===== src/rtl/trigger_window_packer.sv =====
`timescale 1ns/1ps
`default_nettype none
// ============================================================================
// Module      : trigger_window_packer
// Description : Watches the time-multiplexed comparator stream, one channel
//               slot per clock. A trigger on (chip, channel) opens a window of
//               WINDOW samples for that slot over successive frames. Each
//               sample is emitted on the chip's lane as a 32-bit word:
//                 [31] first, [30] last, [29:16] frame, [15:11] channel,
//                 [10] 0, [9:0] sample (zero-extended).
//               If the lane FIFO is full when a word is due, the word is
//               dropped, the window is aborted and drop_count is incremented.
// Ports       : clk, rst             clock, synchronous active-high reset
//               enable               stream active; low clears counters/windows
//               triggered[N]         per-chip trigger for the current slot
//               delayed_signals      per-chip sample, chip c at [c*N_BITS +: N_BITS]
//               lane_full[N]         per-lane downstream full flag
//               word_valid[N]        per-lane single-cycle word strobe
//               word_data[N*32]      per-lane word, lane c at [c*32 +: 32]
//               drop_count[16]       saturating count of dropped words
// Options     : RETRIGGER_EXTEND_EN  when defined, a trigger during an open
//                                    window reloads it (window extension).
// Revision    : 1.0 - initial release
// ============================================================================
module trigger_window_packer #(
    parameter int N        = 4,
    parameter int N_BITS   = 10,
    parameter int CHANNELS = 32,
    parameter int WINDOW   = 4,
    parameter int TS_BITS  = 14
) (
    input  logic                clk,
    input  logic                rst,
    input  logic                enable,
    input  logic [N-1:0]        triggered,
    input  logic [N*N_BITS-1:0] delayed_signals,
    input  logic [N-1:0]        lane_full,
    output logic [N-1:0]        word_valid,
    output logic [N*32-1:0]     word_data,
    output logic [15:0]         drop_count
);

    localparam int c_REM_W = $clog2(WINDOW + 1);
    localparam int c_CH_W  = (CHANNELS > 1) ? $clog2(CHANNELS) : 1;
    localparam int c_DC_W  = $clog2(N + 1);
    localparam logic [c_REM_W-1:0] c_RELOAD = c_REM_W'(WINDOW - 1);
    localparam logic [c_REM_W-1:0] c_ONE    = c_REM_W'(1);

    // ------------------------------------------------------------------
    // Slot / frame counters
    // ------------------------------------------------------------------
    logic [c_CH_W-1:0]  r_slot;
    logic [TS_BITS-1:0] r_frame;
    logic [4:0]         w_ch;

    always_ff @(posedge clk) begin
        if (rst || !enable) begin
            r_slot  <= '0;
            r_frame <= '0;
        end else if (r_slot == c_CH_W'(CHANNELS - 1)) begin
            r_slot  <= '0;
            r_frame <= r_frame + TS_BITS'(1);
        end else begin
            r_slot  <= r_slot + c_CH_W'(1);
        end
    end

    assign w_ch = 5'(r_slot);

    // ------------------------------------------------------------------
    // Per-lane window state and word register
    // ------------------------------------------------------------------
    logic [N-1:0] w_drop;

    for (genvar c = 0; c < N; c++) begin : g_lane
        logic [c_REM_W-1:0] r_rem [CHANNELS];
        logic [c_REM_W-1:0] w_rem;
        logic [c_REM_W-1:0] w_rem_next;
        logic               w_emit;
        logic               w_first;
        logic               w_last;
        logic [9:0]         w_sample;
        logic               r_valid;
        logic [31:0]        r_data;

        assign w_rem    = r_rem[r_slot];
        assign w_sample = 10'(delayed_signals[c*N_BITS +: N_BITS]);

        always_comb begin
            w_emit     = 1'b0;
            w_first    = 1'b0;
            w_last     = 1'b0;
            w_rem_next = w_rem;
            if (w_rem == '0) begin
                if (triggered[c]) begin
                    w_emit     = 1'b1;
                    w_first    = 1'b1;
                    w_last     = (WINDOW == 1);
                    w_rem_next = c_RELOAD;
                end
            end else begin
                w_emit = 1'b1;
`ifdef RETRIGGER_EXTEND_EN
                // A retrigger restarts the countdown; the word is a
                // continuation, so neither first nor last is set.
                if (triggered[c]) begin
                    w_rem_next = c_RELOAD;
                end else begin
                    w_last     = (w_rem == c_ONE);
                    w_rem_next = w_rem - c_ONE;
                end
`else
                w_last     = (w_rem == c_ONE);
                w_rem_next = w_rem - c_ONE;
`endif
            end
        end

        assign w_drop[c] = enable & w_emit & lane_full[c];

        always_ff @(posedge clk) begin
            if (rst) begin
                for (int i = 0; i < CHANNELS; i++) r_rem[i] <= '0;
                r_valid <= 1'b0;
                r_data  <= '0;
            end else if (!enable) begin
                // Open windows are abandoned without a last word.
                for (int i = 0; i < CHANNELS; i++) r_rem[i] <= '0;
                r_valid <= 1'b0;
            end else begin
                // A dropped word aborts the window so a partial window is
                // never delivered downstream.
                r_rem[r_slot] <= lane_full[c] ? '0 : w_rem_next;
                r_valid       <= w_emit & ~lane_full[c];
                if (w_emit && !lane_full[c]) begin
                    r_data <= {w_first, w_last, r_frame, w_ch, 1'b0, w_sample};
                end
            end
        end

        assign word_valid[c]         = r_valid;
        assign word_data[c*32 +: 32] = r_data;
    end

    // ------------------------------------------------------------------
    // Saturating drop counter
    // ------------------------------------------------------------------
    logic [c_DC_W-1:0] w_ndrop;
    logic [16:0]       w_drop_sum;
    logic [15:0]       r_drop_count;

    always_comb begin
        w_ndrop = '0;
        for (int i = 0; i < N; i++) begin
            w_ndrop = w_ndrop + c_DC_W'(w_drop[i]);
        end
        w_drop_sum = {1'b0, r_drop_count} + 17'(w_ndrop);
    end

    always_ff @(posedge clk) begin
        if (rst) begin
            r_drop_count <= '0;
        end else if (w_drop_sum[16]) begin
            r_drop_count <= 16'hFFFF;
        end else begin
            r_drop_count <= w_drop_sum[15:0];
        end
    end

    assign drop_count = r_drop_count;

endmodule
`default_nettype wire


===== config.mk =====
export PLATFORM = sky130hd
export DESIGN_NAME = trigger_window_packer
export DESIGN_NICKNAME = d
export VERILOG_FILES = /design/src/rtl/trigger_window_packer.sv
export SDC_FILE = /design/constraint.sdc
export NUM_CORES = 1
export LEC_CHECK = 0
export ABC_AREA = 1
export ABC_CLOCK_PERIOD_IN_PS = 7600
export CORE_MARGIN = 2
export CORE_UTILIZATION = 40
export CTS_BUF_LIST = sky130_fd_sc_hd__clkbuf_16
export DETAILED_ROUTE_END_ITERATION = 12
export PLACE_DENSITY = 0.58
export SYNTH_ARGS = -nofsm -noshare
export SYNTH_HDL_FRONTEND = slang
export SYNTH_SLANG_ARGS = --single-unit
export TNS_END_PERCENT = 1

===== constraint.sdc =====
create_clock -name clk -period 7.6 [get_ports clk]
set_input_delay 1.9 -clock clk [delete_from_list [all_inputs] [get_ports clk]]
set_output_delay 1.9 -clock clk [all_outputs]
set_load 0.02 [all_outputs]

# Yosys cells after proc, flatten, opt, wreduce, memory -nomap -nowiden
# Memory sizes are Yosys's and may differ from the RTL's. A register that Yosys moved wholly into a read port is not among the register bits.
# Cells that the tools add are included.
# word_totals
regBits,163
mem_count,4
mem_bits_rw,384
wordCells,380
output_inout_bits,148
inputBits,51
# memory_table
memory,depth,width,rd,rd_ports_with_merged_regs,write_ports,line_no,source
g_lane[0].r_rem,32,3,1,1,32,76,logic [c_REM_W-1:0] r_rem [CHANNELS];
g_lane[1].r_rem,32,3,1,1,32,76,
g_lane[2].r_rem,32,3,1,1,32,76,
g_lane[3].r_rem,32,3,1,1,32,76,
# classes
n_reduce_logical,24
eq_ne,5
n_addsub,10
n_bitwise,145
muxes,181
# op_table
op,n
$mux W3,144
$or A1 B1 Y1,128
$mux W5,8
$mux W1,28
$add A16 B3 Y17,1
$mux W16,1
$add A14 B1 Y14 const B,1
$and A1 B1 Y1,12
$eq A3 B1 Y1 const B,4
$logic_not A3 Y1,4
$reduce_or A3 Y1,4
$sub A3 B1 Y3 const B,4
$reduce_and A2 Y1,4
$add A5 B1 Y5 const B,1
$eq A5 B5 Y1 const B,1
$logic_not A1 Y1,5
$not A1 Y1,5
$logic_and A1 B1 Y1,4
$reduce_or A2 Y1,2
$add A2 B1 Y3,1
$add A3 B1 Y3,1
$add A1 B1 Y2,1
$logic_or A1 B1 Y1,1

# Logic depth before layout (Yosys ltp)
# depth
depth_word,9
depth_mapped,33
depth_no_buf,30

# Worst setup path after synthesis
# OpenSTA, ideal clock, no wires.
# synth_path
kind,input port to flip-flop
from,in enable
to,reg r_drop_count[13] (netlist: drop_count[13])
path_stages,18
n_path_buf,1
arrival_ps,4504
path_slack_ps,2987
cell_sequence,inv_1 > nor2_1 > nand2_1 > fa_1 > inv_1 > fa_1 > fa_1 > nand2_1 > nor2_1 > nand3_1 > nor2_1 > nand2_1 > inv_1 > nand2_1 > clkbuf_1 > nand3_1 > nand2_1 > inv_1
# synth_via
elab_chain_len,7
elab_cells_between_ends,13
# synth_lines
element,line_no,source
"start, declared",34,"input logic enable,"
$and A1 B1 Y1 (2 in a row),119,assign w_drop[c] = enable & w_emit & lane_full[c];
$add A1 B1 Y2,155,w_ndrop = w_ndrop + c_DC_W'(w_drop[i]);
$add A2 B1 Y3,155,
$add A3 B1 Y3 (*),155,
$add A16 B3 Y17 (*),157,"w_drop_sum = {1'b0, r_drop_count} + 17'(w_ndrop);"
$mux W16 (*),163,end else if (w_drop_sum[16]) begin
"end signal, assigned",166,r_drop_count <= w_drop_sum[15:0];
"end, declared",150,logic [15:0] r_drop_count;
# Mark *: on every way between the ends. The rest lies on a longest branch, timed or not.
# A chain may end at the register's enable or synchronous reset.

==> metrics.txt <==
# TYPE chip_impl_metric gauge
chip_impl_info{name="run_status",value="finished clean"} 1
chip_impl_info{name="synth.cells.most_frequent",value="sky130_fd_sc_hd__nor2_1, sky130_fd_sc_hd__nand2_1, sky130_fd_sc_hd__edfxtp_1"} 1
chip_impl_metric{name="grt_max_degree",unit=""} 197
chip_impl_metric{name="die_w",unit="um"} 252
chip_impl_info{name="worst_hold_path_class",value="reg -> reg"} 1
chip_impl_metric{name="drive_above_1_share",unit=""} 0.0623
chip_impl_metric{name="cts.path.max_buffers",unit=""} 3
chip_impl_metric{name="period_share",unit=""} 0.782
chip_impl_info{name="worst_path_max_delay_cell",value="sky130_fd_sc_hd__inv_2"} 1
chip_impl_metric{name="cp_data_arrival_time",unit="ps"} 6450
chip_impl_info{name="worst_path_most_repeated_cell",value="sky130_fd_sc_hd__nand2_1"} 1
chip_impl_metric{name="setup_slack_on_the_worst_flop_to_flop_path",unit="ps"} 1660
chip_impl_metric{name="synth.ff_latch_count",unit=""} 547
chip_impl_metric{name="ioPinCount",unit=""} 199
chip_impl_metric{name="first_global_vias",unit=""} 18706
chip_impl_metric{name="synthesis.yosys.warnings",unit=""} 0
chip_impl_metric{name="achievable-frequency",unit="MHz"} 168
chip_impl_metric{name="count_of_standard_cell_rows",unit=""} 90
chip_impl_metric{name="cts_num_sinks",unit=""} 547
chip_impl_metric{name="avgSynthCellArea",unit="um2"} 8.72
chip_impl_info{name="crit_family",value="adder cells"} 1
chip_impl_metric{name="worstPathRequired",unit="ps"} 8110
chip_impl_metric{name="async_set_or_reset_register_ratio_after_synthesis",unit=""} 0
chip_impl_info{name="ys.flop_type",value="sky130_fd_sc_hd__edfxtp_1"} 1
chip_impl_metric{name="number_of_synthesized_flops_with_an_enable_pin",unit=""} 384
chip_impl_metric{name="fin_skew",unit="ps"} 24.3
chip_impl_info{name="global_route.peak_usage_layer",value="met2"} 1
chip_impl_metric{name="number_of_failing_setup_endpoints_in_the_final_timing_report",unit=""} 0
chip_impl_metric{name="die_height",unit="um"} 252
chip_impl_metric{name="holdBufCountCts",unit=""} 0
chip_impl_metric{name="grt.overflow.total",unit=""} 0
chip_impl_metric{name="synthToLayoutAreaGrowth",unit="%"} 16.9
chip_impl_metric{name="globalRouteMet2Util",unit=""} 0.355
chip_impl_info{name="setup.worst_path.start_class",value="flip-flop"} 1
chip_impl_metric{name="synthDistinctLibCells",unit=""} 35
chip_impl_metric{name="synthCells",unit=""} 2823
chip_impl_metric{name="power.static_leakage",unit="uW"} 0.0117
chip_impl_metric{name="wl_per_cell",unit="um"} 19.0
chip_impl_metric{name="synth_top_area_frac",unit=""} 0.469
chip_impl_metric{name="design.die.area",unit="um2"} 63500
chip_impl_metric{name="grt_pass1_wl",unit="um"} 110000
chip_impl_info{name="setup.worst_path.start",value="r_slot[1]"} 1
chip_impl_metric{name="place.port_buffers",unit=""} 194
chip_impl_metric{name="initial_antenna_violation_count",unit=""} 4
chip_impl_metric{name="finalHoldViolCount",unit=""} 0
chip_impl_info{name="post-synth-top-count-cell",value="sky130_fd_sc_hd__nor2_1"} 1
chip_impl_info{name="synth_top_cell_by_area",value="sky130_fd_sc_hd__edfxtp_1"} 1
chip_impl_metric{name="clk_transition_reported_paths",unit="ps"} 60
chip_impl_metric{name="fin_nets",unit=""} 2994
chip_impl_info{name="r2r_end",value="drop_count[13]"} 1
chip_impl_info{name="critPathCaptureType",value="flip-flop"} 1
chip_impl_metric{name="ir_worst_vdd",unit="mV"} 0.199
chip_impl_metric{name="tightestPinTransition",unit="ps"} 1180
chip_impl_metric{name="timing.reg2reg.worst_path_depth",unit=""} 29
chip_impl_info{name="grt_setup_unrepaired",value="false"} 1
chip_impl_metric{name="met1_use_gr",unit=""} 0.315
chip_impl_metric{name="cp_slowest_stage_delay",unit="ps"} 790
chip_impl_metric{name="drt_iter0_drc",unit=""} 1977
chip_impl_info{name="clk_root_buffer_cell",value="sky130_fd_sc_hd__clkbuf_16"} 1
chip_impl_metric{name="dr_drc_count",unit=""} 0
chip_impl_metric{name="ctsResizeCount",unit=""} 0
chip_impl_info{name="crit_type",value="reg -> reg"} 1
chip_impl_metric{name="total_number_of_h_tree_levels",unit=""} 2
chip_impl_metric{name="drt_pass1_iterations",unit=""} 5
chip_impl_metric{name="globalRouteTotalUtil",unit=""} 0.222
chip_impl_metric{name="mappedNetlistArea",unit="um2"} 24600
chip_impl_metric{name="cap_violations",unit=""} 0
chip_impl_metric{name="worstPathMaxFanout",unit=""} 68
chip_impl_metric{name="final_routed_wirelength",unit="um"} 71400
chip_impl_metric{name="seq_area_frac_synth",unit=""} 0.601
chip_impl_metric{name="worstHoldPathCells",unit=""} 2
chip_impl_metric{name="time_the_final_worst_path_needs_with_i_o_delays_and_setup",unit="ps"} 5940
chip_impl_metric{name="detailroute.via_count",unit=""} 19353
chip_impl_metric{name="final.setup.tns",unit="ps"} 0
chip_impl_metric{name="numCtsBuffers",unit=""} 58
chip_impl_metric{name="clk-insertion-delay-late",unit="ps"} 630
chip_impl_metric{name="final_core_density",unit=""} 0.475
chip_impl_info{name="min_to",value="g_lane[0].r_data[31]"} 1
chip_impl_metric{name="floorplan.initialDensity",unit=""} 0.406
chip_impl_info{name="worstHoldStart",value="g_lane[0].r_data[31]"} 1
chip_impl_metric{name="report.final.slew_viol_count",unit=""} 0
chip_impl_info{name="r2r_start",value="r_slot[1]"} 1
chip_impl_metric{name="power_per_cell_area",unit="nW/um2"} 239
chip_impl_metric{name="design.core.area",unit="um2"} 60600
chip_impl_info{name="cts_tree",value="yes"} 1
chip_impl_metric{name="via_to_cell_ratio",unit=""} 5.16
chip_impl_metric{name="cp_num_buf_inv",unit=""} 7
chip_impl_metric{name="max_slew_margin",unit=""} 0.210
chip_impl_metric{name="post_cts_buffers",unit=""} 0
chip_impl_metric{name="detailedPlacementHpwl",unit="um"} 45600
chip_impl_info{name="yosys-top-cells-area",value="sky130_fd_sc_hd__edfxtp_1, sky130_fd_sc_hd__dfxtp_1, sky130_fd_sc_hd__nor2_1"} 1
chip_impl_metric{name="grt_use_met3",unit=""} 0.0330
chip_impl_metric{name="drt.antenna.violating_nets",unit=""} 0
chip_impl_metric{name="finalWeightedCongestion",unit=""} 0.862
worst max-delay path by stage:
stage,endpoint,slack (ps),cells past startpoint
4_1_cts,drop_count[14],1670,27
3_3_place_gp,drop_count[13],1810,29
6_report,drop_count[13],1660,29
2_1_floorplan,drop_count[13],2990,18
5_1_grt,drop_count[15],1080,27
3_5_place_dp,drop_count[15],1740,29
metrics by stage:
stage / setup slack [ps] / cells / hold slack, ps / area, um2 / power [uW]
4_1_cts: 1670 / 3752 / 470 / 28800 / 6930
3_5_place_dp: 1740 / 3643 / 461 / 27000 / 4290
3_3_place_gp: 1810 / 3643 / 460 / 27000 / 4270
6_report: 1660 / 3754 / 467 / 28800 / 6880
5_1_grt: 1080 / 3752 / 490 / 28800 / 7130
2_1_floorplan: 2990 / 2826 / 508 / 24600 / 3930
worst min-delay path, delay by kind of cell, from the launching register on:
family	cells	cell delay [ps]
flip-flops	1	310
AO/OA/AOI/OAI	1	50
AND/OR/NAND/NOR	1	60
cells in the final DEF, fill, tap and decap left out, drive strengths merged, types with 2 or more instances in the layout:
cell type and instances:
nor2 707, nand2 635, edfxtp 384, o21ai 254, inv 236, clkdlybuf4s50 194
dfxtp 163, nand3 104, a21oi 76, clkbuf 60, buf 40, clkinv 28
nor3 21, ha 19, nand4 9, or2 7, nor4 5, xnor2 5
o22ai 4, conb 4, a211oi 3, xor2 3, fa 3, diode 2
nand3b 2, bufinv 2
report_power, final:
group | total, uW | internal (uW) | switching (uW)
combinational | 840 | 254 | 586
clock | 2650 | 1490 | 1170
sequential | 3390 | 3320 | 60.3
flip-flops by register name, indices dropped and copies added, names as in the netlist:
signal	flops
g_lane.r_rem	384
g_lane.r_valid	4
r_slot	5
g_lane.r_data	124
r_frame	14
drop_count	16
final cells by class:
type	count	area, um2
clock buffers	60	1500
multi-input cells	1863	8120
fillers	5778	31800
clock inverters	49	278
flip-flops and latches	547	14800
well taps	782	978
inverters	217	822
diodes	2	5.00
repair buffers	234	2270
kinds of logic (layout without fill, tap and decap cells):
group                    after synthesis  in the layout  share of synthesized area
AO/OA/AOI/OAI                        339            339                     0.0696
adder cells (fa/ha/maj)               22             22                     0.0121
XOR/XNOR                               8              8                    0.00285
flip-flops                           547            547                      0.601
buffers and inverters                416            560                     0.0709
AND/OR/NAND/NOR                     1490           1490                      0.243
other                                  1              6                   0.000152
layer usage:
metal,up-vias,part of all wire
li1,9257,-
met1,9337,0.45
met2,643,0.46
met3,114,0.067
met4,2,0.025
met5,-,0.00027
(Power assumes the default switching activity.)
